===== src/rtl/uart_tx_serializer.sv =====
// rtl/uart_tx_serializer.sv - 8N1 UART transmit serializer with a valid/ready byte input
module uart_tx_serializer #(
  parameter int CLKS_PER_BIT = 217,
  parameter int STOP_BITS    = 1
) (
  input  logic       CLK,
  input  logic       RST,
  input  logic       i_TX_DV,
  input  logic [7:0] i_TX_Byte,
  output logic       o_TX_Serial,
  output logic       o_TX_Ready,
  output logic       o_TX_Active,
  output logic       o_TX_Done
);

  localparam int               CNT_W     = $clog2(CLKS_PER_BIT);
  localparam logic [CNT_W-1:0] CNT_LAST  = CNT_W'(CLKS_PER_BIT - 1);
  localparam logic [2:0]       STOP_LAST = (STOP_BITS == 2) ? 3'd1 : 3'd0;

  typedef enum logic [2:0] {
    IDLE,
    START,
    DATA,
    STOP,
    DONE
  } state_t;

  state_t           state, state_n;
  logic [CNT_W-1:0] clk_cnt, clk_cnt_n;
  logic [2:0]       bit_idx, bit_idx_n;
  logic [7:0]       shift_reg, shift_n;
  logic             serial_n, ready_n, active_n, done_n;
  logic             accept, bit_end;

  assign accept  = i_TX_DV && o_TX_Ready;
  assign bit_end = (clk_cnt == CNT_LAST);

  always_ff @(posedge CLK or posedge RST) begin
    if (RST) begin
      state       <= IDLE;
      clk_cnt     <= '0;
      bit_idx     <= '0;
      shift_reg   <= '0;
      o_TX_Serial <= 1'b1;
      o_TX_Ready  <= 1'b1;
      o_TX_Active <= 1'b0;
      o_TX_Done   <= 1'b0;
    end else begin
      state       <= state_n;
      clk_cnt     <= clk_cnt_n;
      bit_idx     <= bit_idx_n;
      shift_reg   <= shift_n;
      o_TX_Serial <= serial_n;
      o_TX_Ready  <= ready_n;
      o_TX_Active <= active_n;
      o_TX_Done   <= done_n;
    end
  end

  // Outputs are computed one cycle ahead so they leave the block registered.
  always_comb begin
    state_n   = state;
    clk_cnt_n = clk_cnt;
    bit_idx_n = bit_idx;
    shift_n   = shift_reg;
    serial_n  = o_TX_Serial;
    ready_n   = o_TX_Ready;
    active_n  = o_TX_Active;
    done_n    = 1'b0;
    case (state)
      IDLE, DONE: begin
        state_n  = IDLE;
        serial_n = 1'b1;
        ready_n  = 1'b1;
        active_n = 1'b0;
        if (accept) begin
          state_n   = START;
          shift_n   = i_TX_Byte;
          clk_cnt_n = '0;
          bit_idx_n = '0;
          serial_n  = 1'b0;
          ready_n   = 1'b0;
          active_n  = 1'b1;
        end
      end
      START: begin
        if (bit_end) begin
          state_n   = DATA;
          clk_cnt_n = '0;
          serial_n  = shift_reg[0];
        end else begin
          clk_cnt_n = clk_cnt + CNT_W'(1);
        end
      end
      DATA: begin
        if (bit_end) begin
          clk_cnt_n = '0;
          if (bit_idx == 3'd7) begin
            state_n   = STOP;
            bit_idx_n = '0;
            serial_n  = 1'b1;
          end else begin
            bit_idx_n = bit_idx + 3'd1;
            shift_n   = {1'b0, shift_reg[7:1]};
            serial_n  = shift_reg[1];
          end
        end else begin
          clk_cnt_n = clk_cnt + CNT_W'(1);
        end
      end
      STOP: begin
        // bit_idx is reused to count stop bits.
        if (bit_end) begin
          clk_cnt_n = '0;
          if (bit_idx == STOP_LAST) begin
            state_n   = DONE;
            bit_idx_n = '0;
            serial_n  = 1'b1;
            ready_n   = 1'b1;
            active_n  = 1'b0;
            done_n    = 1'b1;
          end else begin
            bit_idx_n = bit_idx + 3'd1;
          end
        end else begin
          clk_cnt_n = clk_cnt + CNT_W'(1);
        end
      end
      default: state_n = IDLE;
    endcase
  end

endmodule

===== config.mk =====
export PLATFORM = sky130hd
export DESIGN_NAME = uart_tx_serializer
export DESIGN_NICKNAME = d
export VERILOG_FILES = /design/src/rtl/uart_tx_serializer.sv
export SDC_FILE = /design/constraint.sdc
export NUM_CORES = 1
export LEC_CHECK = 0
export BUFFER_PORTS_ARGS = -buffer_cell sky130_fd_sc_hd__buf_4
export CORE_MARGIN = 2
export CORE_UTILIZATION = 57
export DETAILED_ROUTE_END_ITERATION = 7
export PLACE_DENSITY = 0.75
export SYNTH_ARGS = -nofsm -noshare
export SYNTH_HDL_FRONTEND = slang
export SYNTH_SLANG_ARGS = --single-unit

===== constraint.sdc =====
create_clock -name CLK -period 2.6 [get_ports CLK]
set_clock_uncertainty 0.2 [all_clocks]
set_input_delay 0.39 -clock CLK [delete_from_list [all_inputs] [get_ports CLK]]
set_output_delay 0.39 -clock CLK [all_outputs]
set_load 0.01 [all_outputs]

==> results of run 1 <==
## worst min path at each step
stage | startpoint | depth (start not counted) | slack (ns) | end
3_3_place_gp | RST | 3 | 0.27 | shift_reg[7]
2_1_floorplan | RST | 1 | 0.23 | bit_idx[0]
3_5_place_dp | shift_reg[7] | 1 | 0.29 | shift_reg[7]
6_report | i_TX_Byte[7] | 2 | 0.09 | shift_reg[7]
4_1_cts | i_TX_Byte[7] | 2 | 0.09 | shift_reg[7]
5_1_grt | i_TX_Byte[7] | 2 | 0.08 | shift_reg[7]
## metrics by stage
stage	utilization [%]	cell area [um2]	setup slack (ns)	instances	hold WS, ns
floorplan	-	1500	0.784	134	0.229
global placement	65.8	1630	0.597	176	0.267
detailed placement	65.8	1630	0.567	176	0.289
CTS	67.7	1680	0.527	181	0.0859
global route	67.7	1680	0.421	181	0.0807
finish	67.7	1680	0.527	181	0.0898
## kinds of logic (layout without fill, tap and decap cells)
logic type	count (synthesis)	in the layout	share of synthesized area [%]
buffers and inverters	10	27	3.17
DFF	26	26	43.5
adders and majority gates	5	5	4.17
muxes	16	16	13.8
and+or+nand+nor	45	45	19.3
AOI/OAI and AO/OA	32	32	16.2
## cells in the mapped netlist, drive strengths merged (4+ instances only)
cell type	instances
a21oi	6
inv	7
nand2b	5
nor2	8
o21ai	5
mux2	16
dfrtp	24
a31oi	4
ha	5
nand2	9
and4	5
## power by group through the flow
stage / Combinational [uW] / Clock [uW] / Sequential [uW]
2_1_floorplan: 11.2 / 0 / 412
3_3_place_gp: 25.7 / 0 / 412
3_5_place_dp: 27.2 / 0 / 412
4_1_cts: 28.5 / 213 / 405
5_1_grt: 30.6 / 227 / 405
6_report: 27.4 / 211 / 405
## final cells by class
cell class | count | area, um2
well taps | 30 | 37.5
flip-flops and latches | 26 | 653
inverters | 7 | 26.3
multi-input cells | 98 | 801
clock buffers | 4 | 36.3
fillers | 208 | 801
repair buffers | 16 | 123
## metal layers
layer,wire length (um),part of all wire [%],GRT usage (%),up-vias
met3,85,2.9,2.11,9
met4,72,2.5,9.41,0
met5,0,0,0,-
met1,1370,47,26.9,538
met2,1390,48,31.3,26
li1,-,-,-,532
==> results.md, run 1 <==
- GRT Total Usage: 19.7%
- Syn_area_per_cell: 11.2 um2
- Power per cell area: 384 mW/mm2
- Commonest cells after routing, fill and taps aside: 24 x dfrtp_1, 15 x buf_4, 9 x mux2_2, 9 x nand2_1
- Async set-reset flop share out of synthesis: 100%
- Total CTS buffers: 3
- Initial antenna violation count: 0
- Critical path arrival: 2.10 ns
- RSZ-0062 raised after global routing: no
- Max Cap Violations: 0
- CP Buf/Inv Count: 0
- Synth-to-Final Area Change: 11.7%
- Vias in the first global route: 1107
- Leading cell type in the layout, fill and taps excluded: dfrtp_1
- Total power: 643 uW
- CTS max path bufs: 2
- CP required: 2.63 ns
- Combinational power share: 4.3%
- Total routed wirelength: 2.92 mm
- Via count: 1105
- Worst setup endpoint: shift_reg[6]
- Io pins: 15
- Clk sinks: 26
- Synth Cell Area: 0.00150 mm2
- Starting DRT DRC Count: 24
- Routability congestion estimate: 0.802
- Final Hold Viols: 0
- Worst setup EP type: flop
- Synth Instances: 134
- Setup TNS: 0 ns
- Tmin final: 2.07 ns
- Clock latency at the later pin of the worst-skew pair: 0.33 ns
- Flops & latches, synth: 26
- CP delay by family, top: multiplexers
- First-pass GRT wire length: 4.89 mm
- Pre-Repair DR Iteration Count: 4
- DRC Markers: 0
- Diodes inserted: 0
- Total grt overflow: 0
- Port bufs: 14
- CTS tree: done
- Core area: 0.00248 mm2
- R2r setup slk: 0.53 ns
- P_int: 506 uW
- Cell taking the most area after synthesis: dfrtp_1
- YS warnings: 0
- Crit-path max cell delay: 0.56 ns
- Switch Pwr: 137 uW
- Die W: 55.3 um
- Status: finished clean
- Post-CTS Hold Buffers: 1
- Crit path cell chain: nor3b_4, mux2_2, mux2_4
- H-tree levels: 1
- Post-route ant nets: 0
- Post-CTS Setup Bufs: 0
- Max Clock Freq: 0.482 GHz
- RR Endpoint: shift_reg[6]
- Final #Nets: 168
- Setup violations, final: 0
- CP Class: reg2reg
- Crit Path Max Fanout: 12
- DP HPWL: 2.15 mm
- Post-synth top flop: dfrtp_1
- Max VDD drop: 0.303 mV
- Tcrit/Tclk final: 79.7%
- Fin. max-slew vios: 0
- Wire per inst: 16.2 um
- Leak pwr: 0.000820 uW
- CP max stage cell: dfrtp_1
- Synth cell types: 45
- Root Driver: clkbuf_4
- Synth area leaders: dfrtp_1 40%, mux2_4 7.0%, mux2_2 6.8%
- Die area: 0.00306 mm2
- Rel. slew slack: 64.9%
- Net Count, Synth: 150
- Clk pwr share: 32.8%
- Die H: 55.3 um
- Clock transition at the registers of the reported paths: 0.15 ns
- Launch point of the critical path: state[1]
- Layout cell share with drive strength beyond 1: 29.8%
- Crit path depth: 3
- Launch point of the worst reg-to-reg path: state[1]
- Detail-routed via count per cell: 6.10
- Sw frac: 21.4%
- Post-CTS sizing: 0
- Seq/Total Area, Yosys: 43.5%
- Worst-margin pin slew: 0.526 ns
- Reg2reg path depth: 3
- Largest net degree at the start of global routing: 27
- Startpoint types: flop
- FP Rows: 18
- Seq pwr share: 62.9%
- Number of synthesized flops with an enable pin: 0
- Top cell type's share of synthesized area: 40.0%
- Starting Density: 60.6%
- Hold Path Class: in2reg
No activity file was read; power rests on OpenSTA's default activity.
==> inputs of run 2 (changes only) <==
==> constraint.sdc (replaced) <==
create_clock -name CLK -period 2.1 [get_ports CLK]
set_clock_uncertainty 0.2 [all_clocks]
set_input_delay 0.315 -clock CLK [delete_from_list [all_inputs] [get_ports CLK]]
set_output_delay 0.315 -clock CLK [all_outputs]
set_load 0.01 [all_outputs]
==> results.md, run 2 (synthesized netlist as in run 1, its figures left out) <==
- Setup TNS: 0 ns
- Synth-to-Final Area Change: 11.8%
- First-pass GRT wire length: 5.02 mm
- Setup violations, final: 0
- Clock transition at the registers of the reported paths: 0.14 ns
- Core area: 0.00248 mm2
- RSZ-0062 raised after global routing: no
- Total grt overflow: 0
- Leak pwr: 0.000823 uW
- Max Cap Violations: 0
- Largest net degree at the start of global routing: 27
- Total CTS buffers: 3
- Wire per inst: 15.6 um
- Vias in the first global route: 1117
- Starting DRT DRC Count: 40
- Via count: 1122
- Root Driver: clkbuf_4
- Fin. max-slew vios: 0
- Startpoint types: flop
- Power per cell area: 443 mW/mm2
- Starting Density: 60.6%
- Crit-path max cell delay: 0.42 ns
- Critical path arrival: 2.01 ns
- Non-filler cells, final: 182
- Die area: 0.00306 mm2
- Worst setup EP type: flop
- Initial antenna violation count: 0
- Routability congestion estimate: 0.848
- Detail-routed via count per cell: 6.16
- Rel. slew slack: 72.9%
- Crit path cell chain: inv_1, ha_1, nand4b_1, nor2_2, o2bb2ai_4, mux2_4
- Worst-margin pin slew: 0.404 ns
- Status: finished clean
- CP delay by family, top: simple AND/OR/NAND/NOR gates
- Final #Nets: 170
- Tmin final: 1.99 ns
- Die H: 55.3 um
- Tcrit/Tclk final: 94.9%
- DRC Markers: 0
- Pre-Repair DR Iteration Count: 4
- CP Buf/Inv Count: 1
- Clock latency at the later pin of the worst-skew pair: 0.32 ns
- Post-route ant nets: 0
- H-tree levels: 1
- CP required: 2.11 ns
- Dpl cells: 178
- Max Clock Freq: 0.502 GHz
- Total routed wirelength: 2.84 mm
- CTS max path bufs: 2
- CP max stage cell: dfrtp_1
- Commonest cells after routing, fill and taps aside: 24 x dfrtp_1, 17 x buf_4, 9 x mux2_2, 9 x nand2_1
- CTS tree: done
- Layout cell share with drive strength beyond 1: 30.3%
- Crit Path Max Fanout: 8
- Hold Path Class: in2reg
- CP Class: reg2reg
- Clk sinks: 26
- Leading cell type in the layout, fill and taps excluded: dfrtp_1
- Port bufs: 14
- Final Hold Viols: 0
- Diodes inserted: 0
- Max VDD drop: 0.423 mV
- FP Rows: 18
- DP HPWL: 2.07 mm
- Die W: 55.3 um
- Io pins: 15
- GRT Total Usage: 20.1%
[run 2: cell count changes in the layout (fill, tap and decap cells not counted), sizes merged]
cell    previous run  this run
clkbuf             4         3
buf               15        17
[run 2: area by class of cell]
type	count	area, um2
repair buffers	18	138
flip-flops and latches	26	653
multi-input cells	98	801
clock buffers	3	22.5
well taps	30	37.5
fillers	184	800
inverters	7	26.3
[run 2: per-layer routing]
metal | up-vias | GRT usage, % | share of wire [%]
met2 | 22 | 34.9 | 49
met3 | 4 | 2.11 | 3.5
met4 | 0 | 6.27 | 0.95
li1 | 535 | - | -
met5 | - | 0 | 0
met1 | 561 | 26.4 | 46
[run 2: repair_timing]
action | in CTS | in global routing
resized for setup | 0 | 0
hold buffers | 1 | 0
setup buffers | 0 | 0
endpoints found under the hold margin | 24 | 0
[run 2: power by group]
part / switching [uW] / internal (uW) / leakage [uW]
clock network: 142 / 67.3 / 0.0000138
logic: 14.3 / 19.3 / 0.000468
registers: 0 / 501 / 0.000341
total: 156 / 587 / 0.000823
[run 2: per-stage QoR]
stage / hold slack [ns] / cell area (um2) / power [uW] / setup slack [ns] / util, %
after CTS: 0.0194 / 1680 / 748 / 0.123 / 67.7
after detailed placement: 0.199 / 1650 / 543 / 0.150 / 66.4
final: 0.0204 / 1680 / 744 / 0.107 / 67.7
after global routing: 0.0168 / 1680 / 775 / 0.0222 / 67.7
after global placement: 0.188 / 1650 / 542 / 0.230 / 66.4
after floorplan: 0.154 / 1500 / 524 / 0.284 / -
[run 2: final timing paths]
path	startpoint	endpoint	slack [ns]	cells past startpoint
max in group asynchronous	RST	o_TX_Serial	1.00	4
setup / recovery	clk_cnt[0]	shift_reg[0]	0.11	6
hold reg to reg	shift_reg[7]	shift_reg[7]	0.31	1
setup reg to reg	clk_cnt[0]	shift_reg[0]	0.11	6
min in group asynchronous	RST	clk_cnt[0]	0.39	4
hold / removal	i_TX_Byte[7]	shift_reg[7]	0.02	2
[run 2: worst reg2reg max path, stage by stage (launching register included)]
cell and delay, ns:
dfrtp_1 0.42, inv_1 0.10, ha_1 0.18, nand4b_1 0.20, nor2_2 0.28, o2bb2ai_4 0.17, mux2_4 0.33
